## src/rtl/ctrl_pkg.sv

```systemverilog
// Shared types and encodings for the multicycle LEGv8-subset controller.
// ALUSrc/ALUOp encodings are also consumed by ALUControl in the datapath.
package ctrl_pkg;

  typedef enum logic [2:0] {
    IDLE   = 3'd0,
    FETCH  = 3'd1,
    DECODE = 3'd2,
    EXEC   = 3'd3,
    MEM    = 3'd4,
    WB     = 3'd5,
    ERR    = 3'd6
  } state_t;

  typedef enum logic [2:0] {
    RTYPE   = 3'd0,
    ADDI    = 3'd1,
    LDUR    = 3'd2,
    STUR    = 3'd3,
    CBZ     = 3'd4,
    CBNZ    = 3'd5,
    BR      = 3'd6,
    ILLEGAL = 3'd7
  } iclass_t;

  // Opcode fields, each aligned to the top of ir.
  localparam logic [5:0]  OP_B    = 6'b000101;
  localparam logic [7:0]  OP_CBZ  = 8'b10110100;
  localparam logic [7:0]  OP_CBNZ = 8'b10110101;
  localparam logic [9:0]  OP_ADDI = 10'b1001000100;
  localparam logic [10:0] OP_ADD  = 11'b10001011000;
  localparam logic [10:0] OP_SUB  = 11'b11001011000;
  localparam logic [10:0] OP_AND  = 11'b10001010000;
  localparam logic [10:0] OP_ORR  = 11'b10101010000;
  localparam logic [10:0] OP_LDUR = 11'b11111000010;
  localparam logic [10:0] OP_STUR = 11'b11111000000;

  localparam logic [1:0] ALUSRC_DATA2 = 2'b00;
  localparam logic [1:0] ALUSRC_SEXT  = 2'b01;
  localparam logic [1:0] ALUSRC_IMM12 = 2'b10;

  localparam logic [1:0] ALUOP_ADD   = 2'b00;
  localparam logic [1:0] ALUOP_PASS  = 2'b01;
  localparam logic [1:0] ALUOP_FUNCT = 2'b10;

  typedef struct packed {
    logic [1:0] alusrc;
    logic [1:0] aluop;
    logic       b;
    logic       bz;
    logic       bnz;
  } ctrl_t;

endpackage

```

## src/rtl/ctrl_decode.sv

```systemverilog
// Combinational opcode classifier: top 11 bits of ir -> instruction class
// and execution control bundle. Immediate fields go to the datapath via ir.
module ctrl_decode
  import ctrl_pkg::*;
(
  input  logic [10:0] op,
  output logic [2:0]  iclass,
  output logic [1:0]  alusrc,
  output logic [1:0]  aluop,
  output logic        b,
  output logic        bz,
  output logic        bnz
);

  iclass_t cls;

  // Priority order matters: the short opcodes are matched before the 11-bit ones.
  always_comb begin
    cls = ILLEGAL;
    if (op[10:5] == OP_B)
      cls = BR;
    else if (op[10:3] == OP_CBZ)
      cls = CBZ;
    else if (op[10:3] == OP_CBNZ)
      cls = CBNZ;
    else if (op[10:1] == OP_ADDI)
      cls = ADDI;
    else begin
      case (op)
        OP_ADD, OP_SUB, OP_AND, OP_ORR: cls = RTYPE;
        OP_LDUR:                        cls = LDUR;
        OP_STUR:                        cls = STUR;
        default:                        cls = ILLEGAL;
      endcase
    end
  end

  always_comb begin
    alusrc = ALUSRC_DATA2;
    aluop  = ALUOP_ADD;
    b      = 1'b0;
    bz     = 1'b0;
    bnz    = 1'b0;
    case (cls)
      RTYPE:      aluop  = ALUOP_FUNCT;
      ADDI:       alusrc = ALUSRC_IMM12;
      LDUR, STUR: alusrc = ALUSRC_SEXT;
      CBZ: begin
        aluop = ALUOP_PASS;
        bz    = 1'b1;
      end
      CBNZ: begin
        aluop = ALUOP_PASS;
        bnz   = 1'b1;
      end
      BR:         b = 1'b1;
      default:    ;
    endcase
  end

  assign iclass = cls;

endmodule

```

## src/rtl/multicycle_ctrl.sv

```systemverilog
// Multicycle LEGv8-subset control sequencer: instruction fetch handshake,
// decode, per-state execution controls, ack timeouts and a retired counter.
module multicycle_ctrl
  import ctrl_pkg::*;
#(
  parameter int TIMEOUT = 16
) (
  input  logic        clk,
  input  logic        reset_n,
  input  logic        start,
  output logic        imem_req,
  input  logic        imem_ack,
  input  logic [31:0] instr,
  output logic [31:0] ir,
  input  logic        zero,
  input  logic        dmem_ack,
  output logic [1:0]  ALUSrc,
  output logic [1:0]  ALUOp,
  output logic        B,
  output logic        BZ,
  output logic        BNZ,
  output logic        MemRead,
  output logic        MemWrite,
  output logic        MemtoReg,
  output logic        RegWrite,
  output logic        pc_write,
  output logic        pc_src,
  output logic        busy,
  output logic        error,
  output logic [31:0] retired
);

  localparam int CW = $clog2(TIMEOUT + 1);

  state_t        state, nxt;
  iclass_t       cls_q, dec_cls;
  ctrl_t         ctl_q, dec_ctl, ctl_out;
  logic [2:0]    d_cls;
  logic [1:0]    d_alusrc, d_aluop;
  logic          d_b, d_bz, d_bnz;
  logic [CW-1:0] wcnt;
  logic          tmo, pcw_d, pcs_d, err_set;

  ctrl_decode u_dec (
    .op     (ir[31:21]),
    .iclass (d_cls),
    .alusrc (d_alusrc),
    .aluop  (d_aluop),
    .b      (d_b),
    .bz     (d_bz),
    .bnz    (d_bnz)
  );

  assign dec_cls = iclass_t'(d_cls);
  assign dec_ctl = {d_alusrc, d_aluop, d_b, d_bz, d_bnz};
  assign tmo     = (wcnt == CW'(TIMEOUT - 1));

  always_ff @(posedge clk or negedge reset_n) begin
    if (!reset_n) state <= IDLE;
    else          state <= nxt;
  end

  // PC strobes are computed on the edge that leaves the deciding state, so
  // they are pure flops: branch/STUR strobes land in the next FETCH cycle,
  // R-type/ADDI/LDUR strobes land in WB.
  always_comb begin
    nxt     = state;
    pcw_d   = 1'b0;
    pcs_d   = 1'b0;
    err_set = 1'b0;
    case (state)
      IDLE:   if (start) nxt = FETCH;
      FETCH: begin
        if (imem_ack) nxt = DECODE;
        else if (tmo) begin
          nxt     = ERR;
          err_set = 1'b1;
        end
      end
      DECODE: begin
        if (dec_cls == ILLEGAL) begin
          nxt     = ERR;
          err_set = 1'b1;
        end else begin
          nxt = EXEC;
        end
      end
      EXEC: begin
        case (cls_q)
          CBZ, CBNZ, BR: begin
            nxt   = FETCH;
            pcw_d = 1'b1;
            pcs_d = ctl_q.b | (ctl_q.bz & zero) | (ctl_q.bnz & ~zero);
          end
          LDUR, STUR:  nxt = MEM;
          RTYPE, ADDI: begin
            nxt   = WB;
            pcw_d = 1'b1;
          end
          default: begin
            nxt     = ERR;
            err_set = 1'b1;
          end
        endcase
      end
      MEM: begin
        if (dmem_ack) begin
          nxt   = (cls_q == LDUR) ? WB : FETCH;
          pcw_d = 1'b1;
        end else if (tmo) begin
          nxt     = ERR;
          err_set = 1'b1;
        end
      end
      WB:      nxt = FETCH;
      ERR:     nxt = ERR;
      default: nxt = ERR;
    endcase
  end

  always_ff @(posedge clk or negedge reset_n) begin
    if (!reset_n) begin
      ir       <= '0;
      cls_q    <= RTYPE;
      ctl_q    <= '0;
      wcnt     <= '0;
      pc_write <= 1'b0;
      pc_src   <= 1'b0;
      error    <= 1'b0;
      retired  <= '0;
    end else begin
      if (state == FETCH && imem_ack) ir <= instr;
      if (state == DECODE) begin
        cls_q <= dec_cls;
        ctl_q <= dec_ctl;
      end
      // Wait counter restarts on each entry to a handshake state.
      if ((nxt == FETCH || nxt == MEM) && nxt != state)
        wcnt <= '0;
      else if ((state == FETCH && !imem_ack) || (state == MEM && !dmem_ack))
        wcnt <= wcnt + CW'(1);
      pc_write <= pcw_d;
      pc_src   <= pcs_d;
      error    <= error | err_set;
      if (pc_write) retired <= retired + 32'd1;
    end
  end

  always_comb begin
    case (state)
      DECODE:        ctl_out = dec_ctl;
      EXEC, MEM, WB: ctl_out = ctl_q;
      default:       ctl_out = '0;
    endcase
    ALUSrc   = ctl_out.alusrc;
    ALUOp    = ctl_out.aluop;
    B        = ctl_out.b;
    BZ       = ctl_out.bz;
    BNZ      = ctl_out.bnz;
    imem_req = (state == FETCH);
    MemRead  = (state == MEM) && (cls_q == LDUR);
    MemWrite = (state == MEM) && (cls_q == STUR);
    RegWrite = (state == WB);
    MemtoReg = (state == WB) && (cls_q == LDUR);
    busy     = (state != IDLE) && (state != ERR);
  end

endmodule
```

## config.mk

```make
export PLATFORM = sky130hd
export DESIGN_NAME = multicycle_ctrl
export DESIGN_NICKNAME = d
export VERILOG_FILES = /design/src/rtl/ctrl_pkg.sv /design/src/rtl/ctrl_decode.sv /design/src/rtl/multicycle_ctrl.sv
export SDC_FILE = /design/constraint.sdc
export NUM_CORES = 1
export LEC_CHECK = 0
export CAP_MARGIN = 15
export CORE_UTILIZATION = 60
export DETAILED_ROUTE_END_ITERATION = 10
export DONT_BUFFER_PORTS = 1
export PLACE_DENSITY = 0.76
export SLEW_MARGIN = 40
export SYNTH_ARGS = -nofsm -noshare
export SYNTH_HDL_FRONTEND = slang
export SYNTH_SLANG_ARGS = --single-unit
```

## constraint.sdc

```tcl
create_clock -name clk -period 3 [get_ports clk]
set_clock_uncertainty 0.05 [all_clocks]
set_input_delay 0.45 -clock clk [delete_from_list [all_inputs] [get_ports clk]]
set_output_delay 0.45 -clock clk [all_outputs]
set_load 0.01 [all_outputs]
```

==> impl_metrics.csv <==
group,metric,value,unit
detailed_routing,finalWirelength,7.86,mm
synthesis,syn_avg_cell_area,11.3,sq um
timing,period_needed,2770,ps
worst_setup_path,rr_startpoint,"state[2]$_DFF_PN0_",
cells_and_area,diodes,0,
synthesis,ys_seq_area_frac,0.536,
timing,min_period_over_period,0.922,
floorplanning,fp.dieArea,6940,sq um
worst_setup_path,r2r_cells,6,
worst_hold_path,hp-class,"in2reg",
synthesis,yosysWarnings,0,
worst_setup_path,crit_family,"compound AO/OA/AOI/OAI gates",
power_and_ir_drop,ir_worst_vdd,0.560,mV
worst_setup_path,worstSetupPathType,"reg2out",
grt,grt_pass1_vias,2570,
detailed_routing,detail-route-antenna-nets,0,
clocking,cts_root_buffer,"clkbuf_8",
worst_setup_path,startpoint_type,"flop",
place,dp_hpwl,5.43,mm
timing,maxSlewViolCount,0,
floorplanning,die_x,83.3,um
timing,max_freq,362,MHz
detailed_routing,drt_iter0_markers,122,
timing,final_hold_viol_count,0,
clocking,cts_resized,0,
run,drv_cap,0,
worst_setup_path,critPathSlowestCell,"nor3b_1",
floorplanning,die_h,83.3,um
timing,grt_setup_unrepaired,"no",
detailed_routing,vias,2670,
synthesis,synth_edf_count,0,
clocking,htree_levels,3,
clocking,worstSkewPairLatency,360,ps
worst_setup_path,r2r-end,"wcnt[4]$_DFFE_PN0P_",
floorplanning,io_pins,118,
timing,fin_hold_ws,188,ps
power_and_ir_drop,power.density,867,nW/um^2
worst_setup_path,path_cells,"nor3b_1 > o211a_1 > a21o_1 > nand2_1 > o21ai_0",
synthesis,syn-num-nets,392,
detailed_routing,wl_per_cell,18.0,um
cells_and_area,drive_above_1_share,0.184,
clocking,hold_buffers,2,
synthesis,ys_types,55,
cells_and_area,syn_to_final_growth,8.01,%
clocking,cts_tree,"done",
clocking,clock_path_buffers,2,
place,place_congestion,0.933,
timing,setup_viol,0,
worst_hold_path,hp-start,"instr[13]",
worst_hold_path,min_to,"ir[13]$_DFFE_PN0P_",
detailed_routing,firstDrtPassIters,4,
synthesis,syn_inst,351,
floorplanning,core_area,6350,sq um
synthesis,synth_seq_cells,85,
floorplanning,initial_core_util,0.625,
grt,grt-ovfl-total,0,
clocking,path_clk_slew,90,ps
detailed_routing,drc,0,
floorplanning,row_count,29,
cells_and_area,nets,396,
grt,gr-usage-all-layers,0.237,
grt,antenna_found_initial,0,
synthesis,synth-async-reset-ratio,1.00,
worst_setup_path,cp_slowest_stage_delay,470,ps
grt,grt_max_degree,86,
synthesis,netlist_area,3970,sq um
power_and_ir_drop,p_leak,1.92,nW
synthesis,synth_ff_type,"dfrtp_1",
timing,tns,0,ps
worst_setup_path,arrival,2270,ps
grt,grt_pass1_wl,12.9,mm
worst_hold_path,holdPathStages,1,
worst_setup_path,critPathCaptureType,"output port",
worst_setup_path,cp_max_fo,6,
timing,worst_pin_slew,669,ps
clocking,cts_setup_buffers,0,
place,port_buffers,0,
worst_setup_path,worst-path-buf-inv,0,
clocking,numCtsBuffers,9,
timing,maxSlewHeadroom,0.550,
worst_setup_path,r2r_setup_slack,630,ps
detailed_routing,viasPerCell,6.12,
outcome,outcome,"finished clean",
clocking,cts.sinks,85,
worst_setup_path,crit_required,2500,ps
cells in the final DEF, fill, tap and decap left out, drive strengths merged, types with 2 or more instances in the layout:
master | Yosys | final
xor2 | 9 | 9
mux2 | 34 | 34
nand3 | 21 | 21
nand3b | 2 | 2
inv | 5 | 7
or3 | 2 | 2
dfrtp | 85 | 85
bufinv | 0 | 2
nand4 | 6 | 6
nor3 | 4 | 4
nor4b | 2 | 2
a211oi | 2 | 2
nor4 | 6 | 6
ha | 3 | 3
mux2i | 2 | 2
a21o | 2 | 2
or2 | 4 | 4
xnor2 | 25 | 25
a21oi | 4 | 4
and3 | 9 | 9
o21ai | 18 | 18
buf | 6 | 3
a22o | 4 | 4
nor2 | 21 | 21
nor2b | 2 | 2
and4 | 3 | 3
nor3b | 3 | 3
nand2b | 5 | 5
a31oi | 3 | 3
and2 | 2 | 2
clkbuf | 5 | 9
nand2 | 38 | 38
power breakdown:
| part | internal, mW | leakage [nW] | switching, mW |
|---|---|---|---|
| combinational | 0.450 | 0.703 | 0.456 |
| sequential | 1.43 | 1.11 | 0.475 |
| clock | 0.474 | 0.108 | 0.425 |
| total | 2.36 | 1.92 | 1.36 |
synthesized netlist by cell type (3+ instances only):
cell type	count	area, sq um
or2_2	3	18.8
buf_2	5	25.0
o21ai_0	18	90.1
nand4_1	6	37.5
ha_1	3	37.5
and4_1	3	26.3
nand2_1	38	143
a21oi_1	4	20.0
xnor2_1	25	219
nor3_1	3	15.0
a22o_1	4	35.0
mux2_2	34	383
dfrtp_1	85	2130
nor3b_1	3	22.5
clkbuf_1	5	18.8
and3_1	9	56.3
xor2_1	9	78.8
nor2_1	20	75.1
nand3_1	21	105
nor4_1	5	31.3
nand2b_1	5	31.3
inv_1	4	15.0
state kept, by name, indices dropped and copies added, names as in the netlist:
signal	cells
retired	32
pc_src	1
pc_write	1
cls_q	3
wcnt	5
state	3
ctl_q	7
error	1
ir	32
layout make-up:
class                           count  area, sq um
Sequential cell                    85         2130
Timing Repair Buffer                4         52.6
Multi-Input combinational cell    250         1770
Tap cell                           77         96.3
Clock inverter                      6         96.3
Fill cell                         477         2060
Clock buffer                        9          124
Inverter                            5         18.8
worst max path at each step:
stage | from | endpoint | slack, ps | cells past startpoint
global placement | ir[27]$_DFFE_PN0P_ | ALUOp[1] | 700 | 5
CTS | ir[28]$_DFFE_PN0P_ | ALUOp[1] | 220 | 5
finish | ir[28]$_DFFE_PN0P_ | ALUOp[1] | 230 | 5
detailed placement | ir[28]$_DFFE_PN0P_ | ALUOp[1] | 600 | 5
global route | ir[30]$_DFFE_PN0P_ | BZ | 60 | 5
floorplan | wcnt[0]$_DFFE_PN0P_ | wcnt[4]$_DFFE_PN0P_ | 870 | 9
worst reg2reg max path: cells and delay by family, from the launching register on:
kind / cells / cell delay (ps)
compound gates: 3 / 590
flops: 1 / 570
simple gates: 3 / 1040
kinds of logic (layout without fill, tap and decap cells):
group	Yosys count	count (layout)	synth area share
AND/OR/NAND/NOR	134	134	0.182
flip-flops	85	85	0.536
AO/OA/AOI/OAI	43	43	0.0785
multiplexers	36	36	0.102
XOR/XNOR	34	34	0.0750
buffers and inverters	16	24	0.0177
adder cells (fa/ha/maj)	3	3	0.00946
stage by stage:
| stage | instance area, sq um | cells | total power, mW | utilization | worst slack (ps) |
|---|---|---|---|---|---|
| 2_1_floorplan | 3970 | 351 | 2.58 | - | 872 |
| 3_3_place_gp | 4030 | 419 | 2.76 | 0.634 | 703 |
| 3_5_place_dp | 4030 | 419 | 2.80 | 0.634 | 603 |
| 4_1_cts | 4290 | 436 | 3.73 | 0.675 | 215 |
| 5_1_grt | 4290 | 436 | 3.92 | 0.675 | 64.7 |
| 6_report | 4290 | 436 | 3.71 | 0.675 | 235 |
per-layer routing:
layer	vias up	track usage	share of wire	wire, um
met3	6	0.0875	0.086	680
met5	-	0	0	0
li1	1240	-	-	-
met4	0	0.0846	0.0098	77
met1	1301	0.327	0.44	3460
met2	123	0.345	0.46	3640
Power figures use the tool's default switching activity.
